--- src/rtl/seq_restoring_divider_pkg.sv ---
// Shared definitions for the sequential restoring divider: FSM state
// encodings and the default operand width.
package seq_restoring_divider_pkg;

    localparam int DIV_DEFAULT_WIDTH = 4;

    typedef enum logic [1:0] {
        ST_IDLE = 2'd0,
        ST_RUN  = 2'd1,
        ST_DONE = 2'd2
    } div_state_e;

endpackage : seq_restoring_divider_pkg

--- src/rtl/seq_restoring_divider_if.sv ---
// Request/result bundle of the sequential restoring divider. The master
// issues start with operands, the slave (the divider) returns status and
// registered results.
interface seq_restoring_divider_if #(
    parameter int WIDTH = 4
);
    logic             start;
    logic [WIDTH-1:0] dividend;
    logic [WIDTH-1:0] divisor;
    logic             busy;
    logic             done;
    logic [WIDTH-1:0] quotient;
    logic [WIDTH-1:0] remainder;
    logic             div_by_zero;

    modport master (
        output start, dividend, divisor,
        input  busy, done, quotient, remainder, div_by_zero
    );

    modport slave (
        input  start, dividend, divisor,
        output busy, done, quotient, remainder, div_by_zero
    );
endinterface : seq_restoring_divider_if

--- src/rtl/seq_restoring_divider_cla_subtractor.sv ---
// Carry-look-ahead subtractor: Diff = A + ~B + 1. Built from 4-bit
// look-ahead groups with the group carries rippled between groups.
// Cout = 1 means A >= B (no borrow).
module cla_subtractor #(
    parameter int WIDTH = 5
) (
    input  logic [WIDTH-1:0] A,
    input  logic [WIDTH-1:0] B,
    output logic [WIDTH-1:0] Diff,
    output logic             Cout
);
    localparam int NG = (WIDTH + 3) / 4;
    localparam int PW = NG * 4;

    logic [PW-1:0] a_s;
    logic [PW-1:0] bn_s;
    logic [PW-1:0] p_s;
    logic [PW-1:0] g_s;
    logic [PW:0]   c_s;
    logic          unused_pad_s;

    // Pad to whole groups; the pad bits only feed carries above Cout.
    assign a_s  = PW'(A);
    assign bn_s = ~(PW'(B));
    assign p_s  = a_s ^ bn_s;
    assign g_s  = a_s & bn_s;
    assign c_s[0] = 1'b1;

    for (genvar k = 0; k < NG; k++) begin : g_grp
        localparam int BASE = 4 * k;
        assign c_s[BASE+1] = g_s[BASE]
                           | (p_s[BASE] & c_s[BASE]);
        assign c_s[BASE+2] = g_s[BASE+1]
                           | (p_s[BASE+1] & g_s[BASE])
                           | (p_s[BASE+1] & p_s[BASE] & c_s[BASE]);
        assign c_s[BASE+3] = g_s[BASE+2]
                           | (p_s[BASE+2] & g_s[BASE+1])
                           | (p_s[BASE+2] & p_s[BASE+1] & g_s[BASE])
                           | (p_s[BASE+2] & p_s[BASE+1] & p_s[BASE] & c_s[BASE]);
        assign c_s[BASE+4] = g_s[BASE+3]
                           | (p_s[BASE+3] & g_s[BASE+2])
                           | (p_s[BASE+3] & p_s[BASE+2] & g_s[BASE+1])
                           | (p_s[BASE+3] & p_s[BASE+2] & p_s[BASE+1] & g_s[BASE])
                           | (p_s[BASE+3] & p_s[BASE+2] & p_s[BASE+1] & p_s[BASE] & c_s[BASE]);
    end

    assign Diff = p_s[WIDTH-1:0] ^ c_s[WIDTH-1:0];
    assign Cout = c_s[WIDTH];

    // Pad-group bits above WIDTH are structurally present but not needed.
    assign unused_pad_s = ^{c_s, p_s};
endmodule : cla_subtractor

--- src/rtl/seq_restoring_divider.sv ---
// Iterative unsigned restoring divider, one quotient bit per clock.
// Divide-by-zero is resolved one edge after capture so that done appears
// two edges after the accepted start.
module seq_restoring_divider
    import seq_restoring_divider_pkg::*;
#(
    parameter int WIDTH = DIV_DEFAULT_WIDTH
) (
    input  logic                   clk,
    input  logic                   rst,
    seq_restoring_divider_if.slave bus
);
    localparam int                CNT_W = (WIDTH > 2) ? $clog2(WIDTH) : 1;
    localparam logic [CNT_W-1:0]  LAST  = CNT_W'(WIDTH - 1);

    div_state_e       state_q, state_d;
    logic [CNT_W-1:0] cnt_q, cnt_d;
    logic [WIDTH:0]   p_q, p_d;
    logic [WIDTH-1:0] q_q, q_d;
    logic [WIDTH-1:0] divisor_q, divisor_d;
    logic [WIDTH-1:0] dividend_q, dividend_d;
    logic             zpend_q, zpend_d;
    logic [WIDTH-1:0] quotient_q, quotient_d;
    logic [WIDTH-1:0] remainder_q, remainder_d;
    logic             dbz_q, dbz_d;
    logic             busy_q, done_q;

    logic [WIDTH:0]   shift_p_s;
    logic [WIDTH:0]   trial_s;
    logic             no_borrow_s;
    logic [WIDTH:0]   step_p_s;
    logic [WIDTH-1:0] step_q_s;
    logic             unused_p_msb_s;

    // P stays below the divisor, so its MSB is always 0 before the shift.
    assign shift_p_s      = {p_q[WIDTH-1:0], q_q[WIDTH-1]};
    assign unused_p_msb_s = p_q[WIDTH];

    cla_subtractor #(.WIDTH(WIDTH + 1)) u_sub (
        .A    (shift_p_s),
        .B    ({1'b0, divisor_q}),
        .Diff (trial_s),
        .Cout (no_borrow_s)
    );

    assign step_p_s = no_borrow_s ? trial_s : shift_p_s;
    assign step_q_s = {q_q[WIDTH-2:0], no_borrow_s};

    // Next-state, iteration and result-capture logic.
    always_comb begin
        state_d     = state_q;
        cnt_d       = cnt_q;
        p_d         = p_q;
        q_d         = q_q;
        divisor_d   = divisor_q;
        dividend_d  = dividend_q;
        zpend_d     = zpend_q;
        quotient_d  = quotient_q;
        remainder_d = remainder_q;
        dbz_d       = dbz_q;
        case (state_q)
            ST_IDLE: begin
                if (zpend_q) begin
                    state_d     = ST_DONE;
                    zpend_d     = 1'b0;
                    quotient_d  = {WIDTH{1'b1}};
                    remainder_d = dividend_q;
                    dbz_d       = 1'b1;
                end else if (bus.start) begin
                    dividend_d = bus.dividend;
                    divisor_d  = bus.divisor;
                    if (bus.divisor == {WIDTH{1'b0}}) begin
                        zpend_d = 1'b1;
                    end else begin
                        state_d = ST_RUN;
                        cnt_d   = {CNT_W{1'b0}};
                        p_d     = {(WIDTH+1){1'b0}};
                        q_d     = bus.dividend;
                    end
                end else begin
                    state_d = ST_IDLE;
                end
            end
            ST_RUN: begin
                p_d = step_p_s;
                q_d = step_q_s;
                if (cnt_q == LAST) begin
                    state_d     = ST_DONE;
                    quotient_d  = step_q_s;
                    remainder_d = step_p_s[WIDTH-1:0];
                    dbz_d       = 1'b0;
                end else begin
                    cnt_d = cnt_q + 1'b1;
                end
            end
            ST_DONE: begin
                state_d = ST_IDLE;
            end
            default: begin
                state_d = ST_IDLE;
            end
        endcase
    end

    // State, datapath and registered output flags.
    always_ff @(posedge clk or posedge rst) begin
        if (rst) begin
            state_q     <= ST_IDLE;
            cnt_q       <= {CNT_W{1'b0}};
            p_q         <= {(WIDTH+1){1'b0}};
            q_q         <= {WIDTH{1'b0}};
            divisor_q   <= {WIDTH{1'b0}};
            dividend_q  <= {WIDTH{1'b0}};
            zpend_q     <= 1'b0;
            quotient_q  <= {WIDTH{1'b0}};
            remainder_q <= {WIDTH{1'b0}};
            dbz_q       <= 1'b0;
            busy_q      <= 1'b0;
            done_q      <= 1'b0;
        end else begin
            state_q     <= state_d;
            cnt_q       <= cnt_d;
            p_q         <= p_d;
            q_q         <= q_d;
            divisor_q   <= divisor_d;
            dividend_q  <= dividend_d;
            zpend_q     <= zpend_d;
            quotient_q  <= quotient_d;
            remainder_q <= remainder_d;
            dbz_q       <= dbz_d;
            busy_q      <= (state_d == ST_RUN);
            done_q      <= (state_d == ST_DONE);
        end
    end

    assign bus.busy        = busy_q;
    assign bus.done        = done_q;
    assign bus.quotient    = quotient_q;
    assign bus.remainder   = remainder_q;
    assign bus.div_by_zero = dbz_q;
endmodule : seq_restoring_divider

--- src/flat_wrapper.sv ---
// flat-port wrapper written by rule: the top's interface ports become plain ports
module seq_restoring_divider_flat import seq_restoring_divider_pkg::*;
#(
    parameter int WIDTH = DIV_DEFAULT_WIDTH
)
  (clk, rst, bus_start, bus_dividend, bus_divisor, bus_busy, bus_done, bus_quotient, bus_remainder, bus_div_by_zero);
  seq_restoring_divider_if #(.WIDTH(WIDTH)) bus_i ();
  input  logic clk;
  input  logic rst;
  input wire logic [$bits(bus_i.start)-1:0] bus_start;
  input wire logic [$bits(bus_i.dividend)-1:0] bus_dividend;
  input wire logic [$bits(bus_i.divisor)-1:0] bus_divisor;
  output wire logic [$bits(bus_i.busy)-1:0] bus_busy;
  output wire logic [$bits(bus_i.done)-1:0] bus_done;
  output wire logic [$bits(bus_i.quotient)-1:0] bus_quotient;
  output wire logic [$bits(bus_i.remainder)-1:0] bus_remainder;
  output wire logic [$bits(bus_i.div_by_zero)-1:0] bus_div_by_zero;
  assign bus_i.start = bus_start;
  assign bus_i.dividend = bus_dividend;
  assign bus_i.divisor = bus_divisor;
  assign bus_busy = bus_i.busy;
  assign bus_done = bus_i.done;
  assign bus_quotient = bus_i.quotient;
  assign bus_remainder = bus_i.remainder;
  assign bus_div_by_zero = bus_i.div_by_zero;
  seq_restoring_divider #(.WIDTH(WIDTH)) u_core (.clk(clk), .rst(rst), .bus(bus_i));
endmodule
--- config.mk ---
export PLATFORM = sky130hd
export DESIGN_NAME = seq_restoring_divider_flat
export DESIGN_NICKNAME = d
export VERILOG_FILES = /design/src/rtl/seq_restoring_divider_pkg.sv /design/src/rtl/seq_restoring_divider_if.sv /design/src/rtl/seq_restoring_divider_cla_subtractor.sv /design/src/rtl/seq_restoring_divider.sv /design/src/flat_wrapper.sv
export SDC_FILE = /design/constraint.sdc
export NUM_CORES = 1
export LEC_CHECK = 0
export BUFFER_PORTS_ARGS = -buffer_cell sky130_fd_sc_hd__buf_2
export CORE_MARGIN = 2
export CORE_UTILIZATION = 55
export CTS_BUF_LIST = sky130_fd_sc_hd__clkbuf_2 sky130_fd_sc_hd__clkbuf_4 sky130_fd_sc_hd__clkbuf_8
export DETAILED_ROUTE_END_ITERATION = 8
export PLACE_DENSITY = 0.77
export SYNTH_ARGS = -nofsm -noshare
export SYNTH_HDL_FRONTEND = slang
export SYNTH_HIERARCHICAL = 1
export SYNTH_SLANG_ARGS = --single-unit
--- constraint.sdc ---
create_clock -name clk -period 5.45 [get_ports clk]
set_clock_uncertainty 0.2 [all_clocks]
set_input_delay 0.8175 -clock clk [delete_from_list [all_inputs] [get_ports clk]]
set_output_delay 0.8175 -clock clk [all_outputs]
set_load 0.01 [all_outputs]
# Word-level counts from Yosys, hierarchy flattened
# Cells that the tools add are included.
[totals] regBits=32 in_bits=11 out_inout_bits=11 word_cells=90
[op_classes] n_addsub=1 eq_ne=10 n_mux=31 bitwise_logic=29 n_reduce_logical=7
[ops] cell="$mux W4" count=11
[ops] cell="$pmux W4 S2" count=4
[ops] cell="$mux W2" count=8
[ops] cell="$and A1 B1 Y1" count=13
[ops] cell="$or A1 B1 Y1" count=11
[ops] cell="$ne A2 B2 Y1 const B" count=4
[ops] cell="$pmux W2 S2" count=2
[ops] cell="$reduce_and A3 Y1" count=2
[ops] cell="$and A5 B5 Y5" count=1
[ops] cell="$mux W1" count=5
[ops] cell="$not A4 Y5" count=1
[ops] cell="$reduce_and A5 Y1" count=1
[ops] cell="$xor A5 B5 Y5" count=1
[ops] cell="$eq A2 B1 Y1 const B" count=2
[ops] cell="$eq A2 B2 Y1 const B" count=2
[ops] cell="$logic_not A4 Y1" count=1
[ops] cell="$ne A2 B1 Y1 const B" count=2
[ops] cell="$reduce_and A4 Y1" count=1
[ops] cell="$xor A4 B4 Y4" count=1
[ops] cell="$add A2 B1 Y2 const B" count=1
[ops] cell="$logic_not A2 Y1" count=1
[ops] cell="$pmux W1 S2" count=1
[ops] cell="$reduce_bool A2 Y1" count=1
[ops] cell="$not A1 Y1" count=1

# Logic depth before layout (Yosys ltp)
# Gate-level depths: netlist of the first run.
[depth] ltp_word=12 depth_mapped=10

# By module
# The synthesis of the first run kept the hierarchy.
[by_module_without_submodules] mod="seq_restoring_divider" n_inst=1 cells_each=114 area_per_inst_um2=1514.0 seq_area_each_um2=800.8
[by_module_without_submodules] mod="cla_subtractor" n_inst=1 cells_each=22 area_per_inst_um2=170.2 seq_area_each_um2=0.0

# Least setup slack after synthesis of the first run
# OpenSTA, ideal clock, no wires.
[synth_timing] path_kind="register to register" startpoint="register u_core.q_q[3]" endpoint="register u_core.remainder_q[0] (netlist: u_core/bus.remainder[0])" setup_time_ps=128 t_arrival_ps=2216 required_ps=5122 path_slack_ps=2907 stages_incl_launch_ff=11 n_path_buf=1 cell_sequence="dfrtp_1 inv_1 ha_1 o211ai_1 nand2_1 a21o_1 fa_1 clkbuf_1 mux2i_1 o21ai_0 mux2_1"
[synth_between] elab_chain_len=9 word_cells_on_any_way=12 cone_classes="mux: 3; bitwise: 9"
[synth_lines] element="start: declaration" line="seq_restoring_divider.sv:19" rtl="logic [WIDTH-1:0] q_q, q_d;"
[synth_lines] element="start signal: assignment" line="seq_restoring_divider.sv:111" rtl="q_q <= {WIDTH{1'b0}};"
[synth_lines] element="start signal: assignment" line="seq_restoring_divider.sv:124" rtl="q_q <= q_d;"
[synth_lines] element="$and A5 B5 Y5" line="seq_restoring_divider_cla_subtractor.sv:26" rtl="assign g_s = a_s & bn_s;"
[synth_lines] element="$and A1 B1 Y1" line="seq_restoring_divider_cla_subtractor.sv:43" rtl="| (p_s[BASE+3] & p_s[BASE+2] & p_s[BASE+1] & g_s[BASE])"
[synth_lines] element="$or A1 B1 Y1" line="seq_restoring_divider_cla_subtractor.sv:43"
[synth_lines] element="$or A1 B1 Y1 *" line="seq_restoring_divider_cla_subtractor.sv:44" rtl="| (p_s[BASE+3] & p_s[BASE+2] & p_s[BASE+1] & p_s[BASE] & c_s[BASE]);"
[synth_lines] element="$and A1 B1 Y1 *" line="seq_restoring_divider_cla_subtractor.sv:32" rtl="| (p_s[BASE] & c_s[BASE]);"
[synth_lines] element="$or A1 B1 Y1 *" line="seq_restoring_divider_cla_subtractor.sv:32"
[synth_lines] element="named net u_core.no_borrow_s" line="seq_restoring_divider.sv:30" rtl="logic no_borrow_s;"
[synth_lines] element="$mux W4 *" line="seq_restoring_divider.sv:46" rtl="assign step_p_s = no_borrow_s ? trial_s : shift_p_s;"
[synth_lines] element="$mux W4 *" line="seq_restoring_divider.sv:87" rtl="if (cnt_q == LAST) begin"
[synth_lines] element="$pmux W4 S2 *" line="seq_restoring_divider.sv:61" rtl="case (state_q)"
[synth_lines] element="end signal: assignment" line="seq_restoring_divider.sv:116" rtl="remainder_q <= {WIDTH{1'b0}};"
[synth_lines] element="end signal: assignment" line="seq_restoring_divider.sv:129" rtl="remainder_q <= remainder_d;"
[synth_lines] element="end: declaration" line="seq_restoring_divider.sv:24" rtl="logic [WIDTH-1:0] remainder_q, remainder_d;"
# Mark *: on every way through the listed nets, which the timed path passes. The rest lies on a longest branch. The select of a mux whose other input is x is not followed.
# A chain may end at the register's enable or synchronous reset.

# Final worst setup path of the first run
# Ends and elaborated chain as after synthesis.

==> summary.json, run 1 <==
{
  "reg2reg_setup_slack_ns": 2.69,
  "max-cap-violations": 0,
  "grt_start_max_net_pins": 33,
  "report.final.setup_viol": 0,
  "diodes": 0,
  "fin_setup_tns_ns": 0,
  "power_leakage_nw": 0.9185,
  "cts_setup_buffers": 0,
  "post_synth.cell_area_avg_um2": 12.38,
  "gp_routability_congestion": 0.7527,
  "grt_first_pass_wirelength_um": 4830,
  "synth-warning-count": 6,
  "slew_viol_final": 0,
  "period_needed_ns": 2.756,
  "first_global_vias": 1008,
  "unrepaired_setup_endpoints_after_global_routing": "no",
  "post-synth-top-area-cell": "sky130_fd_sc_hd__dfrtp_1",
  "boundaryPins": 22,
  "max_slew.worst_pin.slew_ns": 0.8998,
  "post_synth_main_area_contributors": "sky130_fd_sc_hd__dfrtp_1, sky130_fd_sc_hd__mux2_4, sky130_fd_sc_hd__ha_1",
  "synth_cells": 136,
  "yosys.cell_types.count": 34,
  "sequential_share_of_power_pct": 35.6,
  "startpoint_type": "flop",
  "ys_ff_latch": 32,
  "timing_worst_setup_path_type": "reg2reg",
  "cts.hold.buffers_added": 0,
  "vdd.ir_drop.worst_mv": 0.3654,
  "drt-pass1-iter-count": 4,
  "drive_gt1_share_pct": 33.75,
  "drt_iter0_drc": 12,
  "grt_remaining_overflow": 0,
  "clock_power_share_pct": 14.6,
  "power_density_nw_per_um2": 655.3,
  "die_w_um": 59.34,
  "rows": 20,
  "total_routing_usage_reported_by_global_routing_pct": 18.93,
  "outcome": "finished, final reports clean",
  "endpoint_kind": "flop",
  "fill_cells": 238,
  "cts-root-buf": "sky130_fd_sc_hd__clkbuf_4",
  "cts_num_sinks": 32,
  "antenna_found_initial": 0,
  "routed_length_per_instance_um": 14.68,
  "initial_core_util_pct": 56.55,
  "critPathMaxFanout": 6,
  "viasPerCell": 5.378,
  "timing.max_slew.rel_slack_pct": 39.79,
  "postCtsResizedCells": 0,
  "post-route-period-util_pct": 50.57,
  "critPathArrivalTime_ns": 2.78,
  "design.die.area_um2": 3521,
  "timing.hold.worst.class": "reg2reg",
  "max_clock_freq_ghz": 0.3628,
  "summed_instance_area_of_the_synthesized_netlist_um2": 1684,
  "dp_hpwl_um": 2105,
  "cts_inserted_buffers": 5,
  "route.detailed.drc": 0,
  "internal_power_mw": 0.7776,
  "insertion_delay_ns": 0.32,
  "die_height_um": 59.34,
  "place.port_buffers": 21,
  "hold-worst-slack_ns": 0.2988,
  "synthesis.nets": 154,
  "most-common-layout-cells": "sky130_fd_sc_hd__dfrtp_1, sky130_fd_sc_hd__buf_2, sky130_fd_sc_hd__mux2_4",
  "combinationalPowerShare_pct": 49.8,
  "cp_data_required_time_ns": 5.47,
  "remaining_number_of_nets_flagged_by_the_antenna_check_after_routing": 0,
  "nets_final": 177,
  "switching_power_share_of_the_total_pct": 36.77,
  "synthToLayoutAreaGrowth_pct": 11.44,
  "ctsHtreeMaxLevel": 2,
  "routed_wl_um": 2833,
  "yosys.area.top_type_share_pct": 47.55,
  "clkTransAtPathRegs_ns": 0.11,
  "final_common_cell": "sky130_fd_sc_hd__dfrtp_1",
  "area_of_the_core_um2": 2978,
  "tritoncts": "yes",
  "route.vias.total": 1038,
  "power_switching_mw": 0.4522,
  "final-hold-violation-count": 0,
  "max-clock-path-buffers": 2,
  "synth-seq-area-share_pct": 47.55
}
==> worst paths after layout <==
check / startpoint / to / cells past startpoint
worst max-delay path: u_core/q_q[3] / u_core/bus.remainder[0] / 9
worst min register to register: u_core/bus.remainder[1] / u_core/bus.remainder[1] / 1
min in group asynchronous: rst / u_core/dividend_q[0] / 3
worst max register to register: u_core/q_q[3] / u_core/bus.remainder[0] / 9
max in group asynchronous: rst / u_core/p_q[1] / 3
worst min-delay path: u_core/bus.remainder[1] / u_core/bus.remainder[1] / 1
==> Yosys cell counts, drive strengths merged <==
| cell | n |
|---|---|
| a21oi | 7 |
| buf | 5 |
| o211ai | 1 |
| conb | 1 |
| clkbuf | 1 |
| nand2 | 5 |
| nand2b | 1 |
| and3 | 1 |
| xnor2 | 2 |
| mux2i | 5 |
| nand3 | 1 |
| nor2 | 13 |
| ha | 6 |
| dfrtp | 32 |
| nor4b | 1 |
| nor3 | 1 |
| mux2 | 22 |
| o21ai | 8 |
| o21a | 1 |
| or4 | 1 |
| or3 | 1 |
| fa | 1 |
| o2bb2ai | 4 |
| a2111oi | 2 |
| xor2 | 1 |
| inv | 11 |
| a21o | 1 |
==> critical path: stages, from the launching register on <==
cell                       delay [ns]
sky130_fd_sc_hd__dfrtp_1         0.39
sky130_fd_sc_hd__inv_1           0.07
sky130_fd_sc_hd__ha_1            0.32
sky130_fd_sc_hd__o211ai_1        0.17
sky130_fd_sc_hd__nand2_1         0.11
sky130_fd_sc_hd__a21o_1          0.20
sky130_fd_sc_hd__fa_1            0.50
sky130_fd_sc_hd__mux2i_1         0.24
sky130_fd_sc_hd__o21ai_0         0.11
sky130_fd_sc_hd__mux2_1          0.34
==> cell families (layout without fill, tap and decap cells) <==
group | Yosys count | in the layout | synth area share (%)
buffers and inverters | 17 | 41 | 4.903
flip-flops | 32 | 32 | 47.55
multiplexers | 27 | 27 | 20.80
XOR/XNOR | 3 | 3 | 1.560
AO/OA/AOI/OAI | 24 | 24 | 10.25
AND/OR/NAND/NOR | 25 | 25 | 9.064
other | 1 | 1 | 0.2227
adder cells (fa/ha/maj) | 7 | 7 | 5.646
==> per-layer routing <==
metal / wire length, um / vias to the layer above / track usage, %
met5: 0 / - / 0
met4: 27 / 0 / 5.844
met3: 96 / 5 / 5.895
met2: 1409 / 15 / 29.51
met1: 1300 / 506 / 25.25
li1: - / 512 / -
==> power by group through the flow <==
| stage | clock network, mW | logic, mW | registers, mW |
|---|---|---|---|
| after global routing | 0.197 | 0.681 | 0.454 |
| after CTS | 0.185 | 0.619 | 0.438 |
| after detailed placement | 0 | 0.616 | 0.442 |
| after floorplan | 0 | 0.515 | 0.422 |
| final | 0.180 | 0.612 | 0.437 |
| after global placement | 0 | 0.600 | 0.434 |
==> cell type report <==
type                            count  area (um^2)  area share (%)
Clock buffer                        6        45.04           2.400
Clock inverter                      2        35.03           1.867
Inverter                           11        41.29           2.200
Multi-Input combinational cell     87        800.8           42.67
Sequential cell                    32        800.8           42.67
Tap cell                           33        41.29           2.200
Timing Repair Buffer               22        112.6           6.000
==> metrics by stage <==
step,setup WS [ns],cells,utilization (%),power [mW],cell area (um^2)
detailed placement,2.677,185,60.34,1.058,1797
finish,2.694,193,63.03,1.230,1877
CTS,2.674,193,63.03,1.241,1877
global placement,2.755,185,60.34,1.035,1797
global route,2.483,193,63.03,1.332,1877
floorplan,2.907,136,-,0.9373,1684
==> sequential cells by signal (all words and copies together) (netlist names) <==
signal	cells
u_core/bus.done	1
u_core/zpend_q	1
u_core/bus.div_by_zero	1
u_core/bus.remainder	4
u_core/q_q	4
u_core/p_q	4
u_core/bus.busy	1
u_core/bus.quotient	4
u_core/dividend_q	4
u_core/cnt_q	2
u_core/state_q	2
u_core/divisor_q	4
Power figures use the tool's default switching activity.
==> inputs of run 2 (changes only) <==
--- a/config.mk
+++ b/config.mk
@@ -7,7 +7,7 @@
 export LEC_CHECK = 0
 export BUFFER_PORTS_ARGS = -buffer_cell sky130_fd_sc_hd__buf_2
 export CORE_MARGIN = 2
-export CORE_UTILIZATION = 55
+export CORE_UTILIZATION = 53
 export CTS_BUF_LIST = sky130_fd_sc_hd__clkbuf_2 sky130_fd_sc_hd__clkbuf_4 sky130_fd_sc_hd__clkbuf_8
 export DETAILED_ROUTE_END_ITERATION = 8
 export PLACE_DENSITY = 0.77
==> constraint.sdc (replaced) <==
create_clock -name clk -period 2.4 [get_ports clk]
set_clock_uncertainty 0.2 [all_clocks]
set_input_delay 0.36 -clock clk [delete_from_list [all_inputs] [get_ports clk]]
set_output_delay 0.36 -clock clk [all_outputs]
set_load 0.01 [all_outputs]
==> run 2 against run 1 <==
Against the previous run: the run now ends with setup timing left; combinational power increased to 3.3 times the previous value; non-clock buffer count increased by 17; register-to-register slack worse by 2.8 ns; first-iteration DRC count is 92% higher; critical path type unchanged; critical endpoint is now u_core/bus.remainder[2].
==> summary.json, run 2 (synthesis results as in run 1) <==
{
  "path_cells": "ha_4 -> o211ai_1 -> nand2_1 -> a21o_1 -> fa_2 -> mux2i_1 -> o21ai_1 -> mux2_4",
  "holdCritStartpoint": "bus_dividend[1]",
  "slew_viol_final": {"value": 0, "change": "unchanged"},
  "routedLengthMet1": {"value": 1404, "unit": "um", "change": "+8.0%"},
  "most-common-layout-cells": "sky130_fd_sc_hd__dfrtp_1, sky130_fd_sc_hd__buf_2, sky130_fd_sc_hd__mux2_4",
  "timing.max_slew.rel_slack": {"value": 59.98, "unit": "%", "change": "+20 points"},
  "rr_startpoint": "u_core/divisor_q[0]",
  "path_buf_inv": {"value": 0, "change": "-1"},
  "outcome": "finished, violations left",
  "cts-root-buf": "sky130_fd_sc_hd__clkbuf_4",
  "startpoint_type": "flop",
  "tritoncts": "yes",
  "ctsHtreeMaxLevel": {"value": 2, "change": "unchanged"},
  "unrepaired_setup_endpoints_after_global_routing": "yes",
  "final_cell_count_no_fill": {"value": 220, "change": "+14%"},
  "reg2reg_depth": {"value": 8, "change": "-1"},
  "nets_final": {"value": 194, "change": "+9.6%"},
  "path_delay_family": "adder cells",
  "post-route-period-util": {"value": 104.0, "unit": "%", "change": "+53 points"},
  "final_common_cell": "sky130_fd_sc_hd__dfrtp_1",
  "max-cap-violations": {"value": 0, "change": "unchanged"},
  "timing_worst_setup_path_type": "reg2reg",
  "cts_inserted_buffers": {"value": 5, "change": "unchanged"},
  "insertion_delay": {"value": 0.33, "unit": "ns", "change": "about the same"},
  "min_path_cells": {"value": 2, "change": "+1"},
  "max_clock_freq": {"value": 0.4008, "unit": "GHz", "change": "+10%"},
  "routed_length_per_instance": {"value": 15.00, "unit": "um", "change": "+2.2%"},
  "dp_hpwl": {"value": 2349, "unit": "um", "change": "+12%"},
  "power_leakage": {"value": 0.9946, "unit": "nW", "change": "+8.3%"},
  "period_needed": {"value": 2.495, "unit": "ns", "change": "-0.2609 ns"},
  "report.final.setup_viol": {"value": 5, "change": "+5"},
  "remaining_number_of_nets_flagged_by_the_antenna_check_after_routing": {"value": 0, "change": "unchanged"},
  "vdd.ir_drop.worst": {"value": 0.6916, "unit": "mV", "change": "+89%"},
  "clkTransAtPathRegs": {"value": 0.09, "unit": "ns", "change": "-0.02 ns"},
  "timing.hold.worst.class": "in2reg",
  "route.detailed.drc": {"value": 0, "change": "unchanged"},
  "terminus_of_the_critical_flop_to_flop_path": "u_core/bus.remainder[2]",
  "cp_data_required_time": {"value": 2.43, "unit": "ns", "change": "-3.04 ns"},
  "dp_cells": {"value": 209, "change": "+13%"},
  "critPathArrivalTime": {"value": 2.52, "unit": "ns", "change": "-0.26 ns"},
  "initial_core_util": {"value": 55.62, "unit": "%", "change": "-0.93 points"},
  "cts_num_sinks": {"value": 32, "change": "unchanged"},
  "critPathSlowestCell": "sky130_fd_sc_hd__fa_2",
  "drive_gt1_share": {"value": 47.73, "unit": "%", "change": "+14 points"},
  "postLayoutSetupSlackWorst": {"value": -0.09515, "unit": "ns", "change": "-2.789 ns"},
  "die_w": {"value": 60.37, "unit": "um", "change": "+1.7%"},
  "endpoint_kind": "flop",
  "detailroute.wirelength.met2": {"value": 1703, "unit": "um", "change": "+21%"},
  "grt_remaining_overflow": {"value": 0, "change": "unchanged"},
  "viasPerCell": {"value": 5.164, "change": "-4.0%"},
  "route.top_layer_used": "met4",
  "gp_routability_congestion": {"value": 0.8034, "change": "+6.7%"},
  "routed_wl": {"value": 3300, "unit": "um", "change": "+16%"},
  "synthToLayoutAreaGrowth_pct": 23.48,
  "first_global_vias": {"value": 1157, "change": "+15%"},
  "max-clock-path-buffers": {"value": 2, "change": "unchanged"},
  "place.port_buffers": {"value": 21, "change": "unchanged"},
  "endpoint_worst_hold": "u_core/dividend_q[1]",
  "drt-pass1-iter-count": {"value": 4, "change": "unchanged"},
  "design.die.area": {"value": 3645, "unit": "um^2", "change": "+3.5%"},
  "antenna_found_initial": {"value": 0, "change": "unchanged"},
  "fill_cells": {"value": 226, "change": "-5.0%"},
  "worst_path_largest_cell_delay": {"value": 0.46, "unit": "ns", "change": "-0.04 ns"},
  "total_routing_usage_reported_by_global_routing": {"value": 21.87, "unit": "%", "change": "+2.9 points"},
  "power_density": {"value": 1572, "unit": "nW/um^2", "change": "+140%"},
  "failed_checks": "setup timing",
  "grt_first_pass_wirelength": {"value": 5637, "unit": "um", "change": "+17%"},
  "rows": {"value": 20, "change": "unchanged"},
  "area_of_the_core": {"value": 3028, "unit": "um^2", "change": "+1.7%"},
  "die_height": {"value": 60.37, "unit": "um", "change": "+1.7%"},
  "route.vias.total": {"value": 1136, "change": "+9.4%"},
  "grt_start_max_net_pins": {"value": 33, "change": "unchanged"},
  "reg2reg_setup_slack": {"value": -0.1, "unit": "ns", "change": "-2.79 ns"},
  "max_slew.worst_pin.slew": {"value": 0.5981, "unit": "ns", "change": "-0.3017 ns"},
  "drt_iter0_drc": {"value": 23, "change": "+11"},
  "boundaryPins": {"value": 22, "change": "unchanged"},
  "diodes": {"value": 0, "change": "unchanged"},
  "fin_setup_tns": {"value": -0.4433, "unit": "ns", "change": "-0.4433 ns"},
  "final-hold-violation-count": {"value": 0, "change": "unchanged"},
  "critPathMaxFanout": {"value": 6, "change": "unchanged"},
  "met3_wirelength": {"value": 139, "unit": "um", "change": "+45%"}
}
==> run 2: cell count changes in the layout (fill, tap and decap cells not counted), moves of 4 or more <==
cell / previous run / this run
sky130_fd_sc_hd__buf_4: 1 / 16
sky130_fd_sc_hd__ha_1: 6 / 2
sky130_fd_sc_hd__mux2_1: 4 / 0
sky130_fd_sc_hd__mux2_4: 14 / 18
sky130_fd_sc_hd__o21ai_0: 7 / 3
sky130_fd_sc_hd__o21ai_1: 1 / 5
==> run 2: worst max-delay path by stage <==
stage	from	to	cells past startpoint
global placement	u_core/divisor_q[0]	u_core/bus.remainder[1]	8
global route	u_core/divisor_q[0]	u_core/bus.remainder[1]	8
finish	u_core/divisor_q[0]	u_core/bus.remainder[2]	8
floorplan	u_core/q_q[3]	u_core/bus.remainder[3]	10
CTS	u_core/q_q[3]	u_core/bus.remainder[0]	9
detailed placement	u_core/divisor_q[0]	u_core/bus.remainder[1]	9
==> run 2: power by group <==
group | total (mW) | internal, mW | switching, mW
Combinational | 1.99 | 1.14 | 0.845
Clock | 0.292 | 0.119 | 0.173
Sequential | 0.988 | 0.792 | 0.196
Total | 3.27 | 2.06 | 1.21
==> run 2: area by class of cell <==
| type | instances | area (um^2) | share of cell area (%) |
|---|---|---|---|
| multi-input combinational | 87 | 884.6 | 42.54 |
| tap | 44 | 55.05 | 2.647 |
| inverter | 11 | 41.29 | 1.986 |
| sequential | 32 | 802.0 | 38.57 |
| timing repair buffer | 39 | 246.5 | 11.85 |
| clock inverter | 1 | 5.005 | 0.2407 |
| clock buffer | 6 | 45.04 | 2.166 |
==> run 2: per-stage QoR <==
step / setup slack (ns) / utilization (%) / cell area, um^2 / power (mW) / hold slack, ns
2_1_floorplan: 0.006902 / - / 1734 / 2.235 / 0.2762
3_3_place_gp: -0.03887 / 64.34 / 1948 / 2.655 / 0.2545
3_5_place_dp: -0.09565 / 64.34 / 1948 / 2.745 / 0.2643
4_1_cts: -0.1164 / 68.26 / 2067 / 3.253 / 0.05200
5_1_grt: -0.1876 / 68.68 / 2079 / 3.532 / 0.04996
6_report: -0.09515 / 68.68 / 2079 / 3.269 / 0.07500
==> run 2: routing by layer <==
metal  vias up  global-route usage [%]
met2        27                   34.32
met4         0                   9.841
met1       555                   27.92
li1        548                       -
met5         -                       0
met3         6                   6.823
==> run 2: repair_timing <==
item | in CTS | in global routing
gates resized for setup | 7 | 5
buffers inserted | 4 | 0
endpoints found under the setup margin | 5 | 9
pin swaps | 8 | 7
endpoints found under the hold margin | 32 | 0
hold buffers | 1 | 0
==> inputs of run 3 (changes only) <==
--- a/config.mk
+++ b/config.mk
@@ -6,11 +6,13 @@
 export NUM_CORES = 1
 export LEC_CHECK = 0
 export BUFFER_PORTS_ARGS = -buffer_cell sky130_fd_sc_hd__buf_2
+export CELL_PAD_IN_SITES_DETAIL_PLACEMENT = 1
+export CELL_PAD_IN_SITES_GLOBAL_PLACEMENT = 1
 export CORE_MARGIN = 2
-export CORE_UTILIZATION = 53
+export CORE_UTILIZATION = 43
 export CTS_BUF_LIST = sky130_fd_sc_hd__clkbuf_2 sky130_fd_sc_hd__clkbuf_4 sky130_fd_sc_hd__clkbuf_8
 export DETAILED_ROUTE_END_ITERATION = 8
-export PLACE_DENSITY = 0.77
+export PLACE_DENSITY_LB_ADDON = 0.1
 export SYNTH_ARGS = -nofsm -noshare
 export SYNTH_HDL_FRONTEND = slang
 export SYNTH_HIERARCHICAL = 1
==> run 3 against run 2 <==
Against the previous run: clock power up 24%; power grew 4.0%; sequential share of layout area shrank 0.74 points; die area grew 22%; largest cell class unchanged; critical path depth rose by 1; via count grew 3.7%; the flow still finishes with violations (setup timing); first-iteration DRC count decreased by 8.7%; fmax about the same; combinational power increased by 4%.
==> summary.json, run 3 (synthesis results as in run 1) <==
{
  "fill_cells": {"value": 396, "change": "+75%"},
  "reg2reg_setup_slack": {"value": -0.1, "unit": "ns", "change": "about the same"},
  "viasPerCell": {"value": 5.212, "change": "+0.94%"},
  "final-hold-violation-count": {"value": 0, "change": "unchanged"},
  "power_density": {"value": 1606, "unit": "nW/um^2", "change": "+2.2%"},
  "vdd.ir_drop.worst": {"value": 0.7693, "unit": "mV", "change": "+11%"},
  "sequential_share_of_power": {"value": 28.8, "unit": "%", "change": "-1.4 points"},
  "rr_startpoint": "u_core/q_q[3]",
  "routed_length_per_instance": {"value": 16.39, "unit": "um", "change": "+9.3%"},
  "initial_core_util": {"value": 45.32, "unit": "%", "change": "-10 points"},
  "nets_final": {"value": 198, "change": "+2.1%"},
  "timing.max_slew.rel_slack": {"value": 61.60, "unit": "%", "change": "+1.6 points"},
  "postLayoutSetupSlackWorst": {"value": -0.09674, "unit": "ns", "change": "-0.001588 ns"},
  "clock_power_share": {"value": 10.7, "unit": "%", "change": "+1.8 points"},
  "route.vias.total": {"value": 1178, "change": "+3.7%"},
  "area_of_the_core": {"value": 3716, "unit": "um^2", "change": "+23%"},
  "cp_data_required_time": {"value": 2.36, "unit": "ns", "change": "-0.07 ns"},
  "route.detailed.drc": {"value": 0, "change": "unchanged"},
  "diodes": {"value": 0, "change": "unchanged"},
  "die_height": {"value": 66.58, "unit": "um", "change": "+10%"},
  "outcome": "finished, violations left",
  "slew_viol_final": {"value": 0, "change": "unchanged"},
  "rows": {"value": 22, "change": "+10%"},
  "min_path_cells": {"value": 2, "change": "unchanged"},
  "drt_iter0_drc": {"value": 21, "change": "-8.7%"},
  "report.final.setup_viol": {"value": 5, "change": "unchanged"},
  "unrepaired_setup_endpoints_after_global_routing": "yes",
  "combinationalPowerShare": {"value": 60.5, "unit": "%", "change": "-0.3 points"},
  "post-route-period-util": {"value": 104.0, "unit": "%", "change": "about the same"},
  "gp_routability_congestion": {"value": 0.8062, "change": "+0.35%"},
  "cts_num_sinks": {"value": 32, "change": "unchanged"},
  "die_w": {"value": 66.58, "unit": "um", "change": "+10%"},
  "clkTransAtPathRegs": {"value": 0.06, "unit": "ns", "change": "-0.03 ns"},
  "terminus_of_the_critical_flop_to_flop_path": "u_core/bus.remainder[0]",
  "final_cell_count_no_fill": {"value": 226, "change": "+2.7%"},
  "grt_first_pass_wirelength": {"value": 6203, "unit": "um", "change": "+10%"},
  "synthToLayoutAreaGrowth_pct": 25.71,
  "failed_checks": "setup timing",
  "max_clock_freq": {"value": 0.4005, "unit": "GHz", "change": "about the same"},
  "switching_power_share_of_the_total": {"value": 36.93, "unit": "%", "change": "-0.20 points"},
  "boundaryPins": {"value": 22, "change": "unchanged"},
  "drt-pass1-iter-count": {"value": 4, "change": "unchanged"},
  "final_common_cell": "sky130_fd_sc_hd__dfrtp_1",
  "holdCritStartpoint": "bus_dividend[1]",
  "power_switching": {"value": 1.256, "unit": "mW", "change": "+3.5%"},
  "endpoint_worst_hold": "u_core/dividend_q[1]",
  "timing_worst_setup_path_type": "reg2reg",
  "hold-worst-slack": {"value": 0.1312, "unit": "ns", "change": "+0.05617 ns"},
  "critPathMaxFanout": {"value": 6, "change": "unchanged"},
  "power_leakage": {"value": 1.014, "unit": "nW", "change": "+2.0%"},
  "first_global_vias": {"value": 1262, "change": "+9.1%"},
  "startpoint_type": "flop",
  "grt_remaining_overflow": {"value": 0, "change": "unchanged"},
  "most-common-layout-cells": "sky130_fd_sc_hd__dfrtp_1, sky130_fd_sc_hd__buf_2, sky130_fd_sc_hd__buf_4",
  "period_needed": {"value": 2.497, "unit": "ns", "change": "+0.001588 ns"},
  "cts-root-buf": "sky130_fd_sc_hd__clkbuf_8",
  "antenna_found_initial": {"value": 0, "change": "unchanged"},
  "drive_gt1_share": {"value": 47.75, "unit": "%", "change": "about the same"},
  "place.port_buffers": {"value": 21, "change": "unchanged"},
  "routed_wl": {"value": 3705, "unit": "um", "change": "+12%"},
  "reg2reg_depth": {"value": 9, "change": "+1"},
  "dp_hpwl": {"value": 2641, "unit": "um", "change": "+12%"},
  "design.die.area": {"value": 4433, "unit": "um^2", "change": "+22%"},
  "cts_inserted_buffers": {"value": 5, "change": "unchanged"},
  "grt_start_max_net_pins": {"value": 33, "change": "unchanged"},
  "max_slew.worst_pin.slew": {"value": 0.5615, "unit": "ns", "change": "-0.03660 ns"},
  "total_routing_usage_reported_by_global_routing": {"value": 19.56, "unit": "%", "change": "-2.3 points"},
  "critPathArrivalTime": {"value": 2.46, "unit": "ns", "change": "-0.06 ns"},
  "tritoncts": "yes",
  "dp_cells": {"value": 215, "change": "+2.9%"},
  "endpoint_kind": "flop",
  "remaining_number_of_nets_flagged_by_the_antenna_check_after_routing": {"value": 0, "change": "unchanged"},
  "internal_power": {"value": 2.145, "unit": "mW", "change": "+4.3%"},
  "max-clock-path-buffers": {"value": 2, "change": "unchanged"},
  "max-cap-violations": {"value": 0, "change": "unchanged"},
  "ctsHtreeMaxLevel": {"value": 2, "change": "unchanged"},
  "timing.hold.worst.class": "in2reg",
  "insertion_delay": {"value": 0.28, "unit": "ns", "change": "-0.05 ns"}
}
## run 3: cell count changes in the layout (fill, tap and decap cells not counted), sizes merged
cell and change:
clkbuf -1, clkinv -1, buf +4
## run 3: per-layer routing
metal  vias up  share of wire, %  track usage (%)
met4         0               1.9            9.184
li1        548                 -                -
met5         -                 0                0
met2        14                53            32.50
met3         5               2.6            5.068
met1       611                42            23.57
## run 3: what timing repair did
| item | 4_1_cts | 5_1_grt |
|---|---|---|
| gates cloned | 0 | 0 |
| hold endpoints to repair | 32 | 0 |
| hold buffers | 1 | 0 |
| resized for setup | 7 | 2 |
| endpoints found under the setup margin | 5 | 9 |
| setup buffers | 4 | 1 |
| pin swaps | 8 | 7 |
## run 3: critical path, cell delays in order (launching register included)
cell and delay, ns:
sky130_fd_sc_hd__dfrtp_1 0.41, sky130_fd_sc_hd__inv_2 0.08, sky130_fd_sc_hd__ha_4 0.20, sky130_fd_sc_hd__o211ai_1 0.18
sky130_fd_sc_hd__nand2_1 0.10, sky130_fd_sc_hd__a21o_1 0.18, sky130_fd_sc_hd__fa_2 0.45, sky130_fd_sc_hd__mux2i_2 0.23
sky130_fd_sc_hd__o21ai_1 0.09, sky130_fd_sc_hd__mux2_4 0.26
## run 3: how the worst max path moves through the flow
stage	from	endpoint	slack, ns
global placement	u_core/divisor_q[0]	u_core/bus.remainder[3]	-0.03
finish	u_core/q_q[3]	u_core/bus.remainder[0]	-0.1
floorplan	u_core/q_q[3]	u_core/bus.remainder[3]	0.007
detailed placement	u_core/divisor_q[0]	u_core/bus.remainder[3]	-0.12
CTS	u_core/q_q[3]	u_core/bus.remainder[0]	-0.11
global route	u_core/q_q[3]	u_core/bus.remainder[0]	-0.22
## run 3: per-stage QoR
step | instance area [um^2] | util, % | setup slack [ns] | total power [mW] | setup TNS [ns]
finish | 2117 | 56.97 | -0.09674 | 3.401 | -0.4485
global route | 2117 | 56.97 | -0.2229 | 3.661 | -1.223
CTS | 2103 | 56.60 | -0.1143 | 3.392 | -0.4695
detailed placement | 1968 | 52.96 | -0.1181 | 2.807 | -0.3731
global placement | 1968 | 52.96 | -0.03097 | 2.708 | -0.07532
floorplan | 1734 | - | 0.006902 | 2.235 | 0
## run 3: layout make-up
cell class	instances	area [um^2]	area share [%]
multi-input combinational	87	873.3	41.25
sequential	32	800.8	37.83
timing repair buffer	43	272.8	12.88
clock buffer	5	68.82	3.251
tap	48	60.06	2.837
inverter	11	41.29	1.950
## run 3: power by group through the flow
stage	clock [mW]	combinational (mW)	sequential, mW
after global routing	0.397	2.25	1.02
after global placement	0	1.73	0.975
after CTS	0.382	2.03	0.983
after detailed placement	0	1.82	0.989
final	0.362	2.06	0.980
after floorplan	0	1.26	0.973
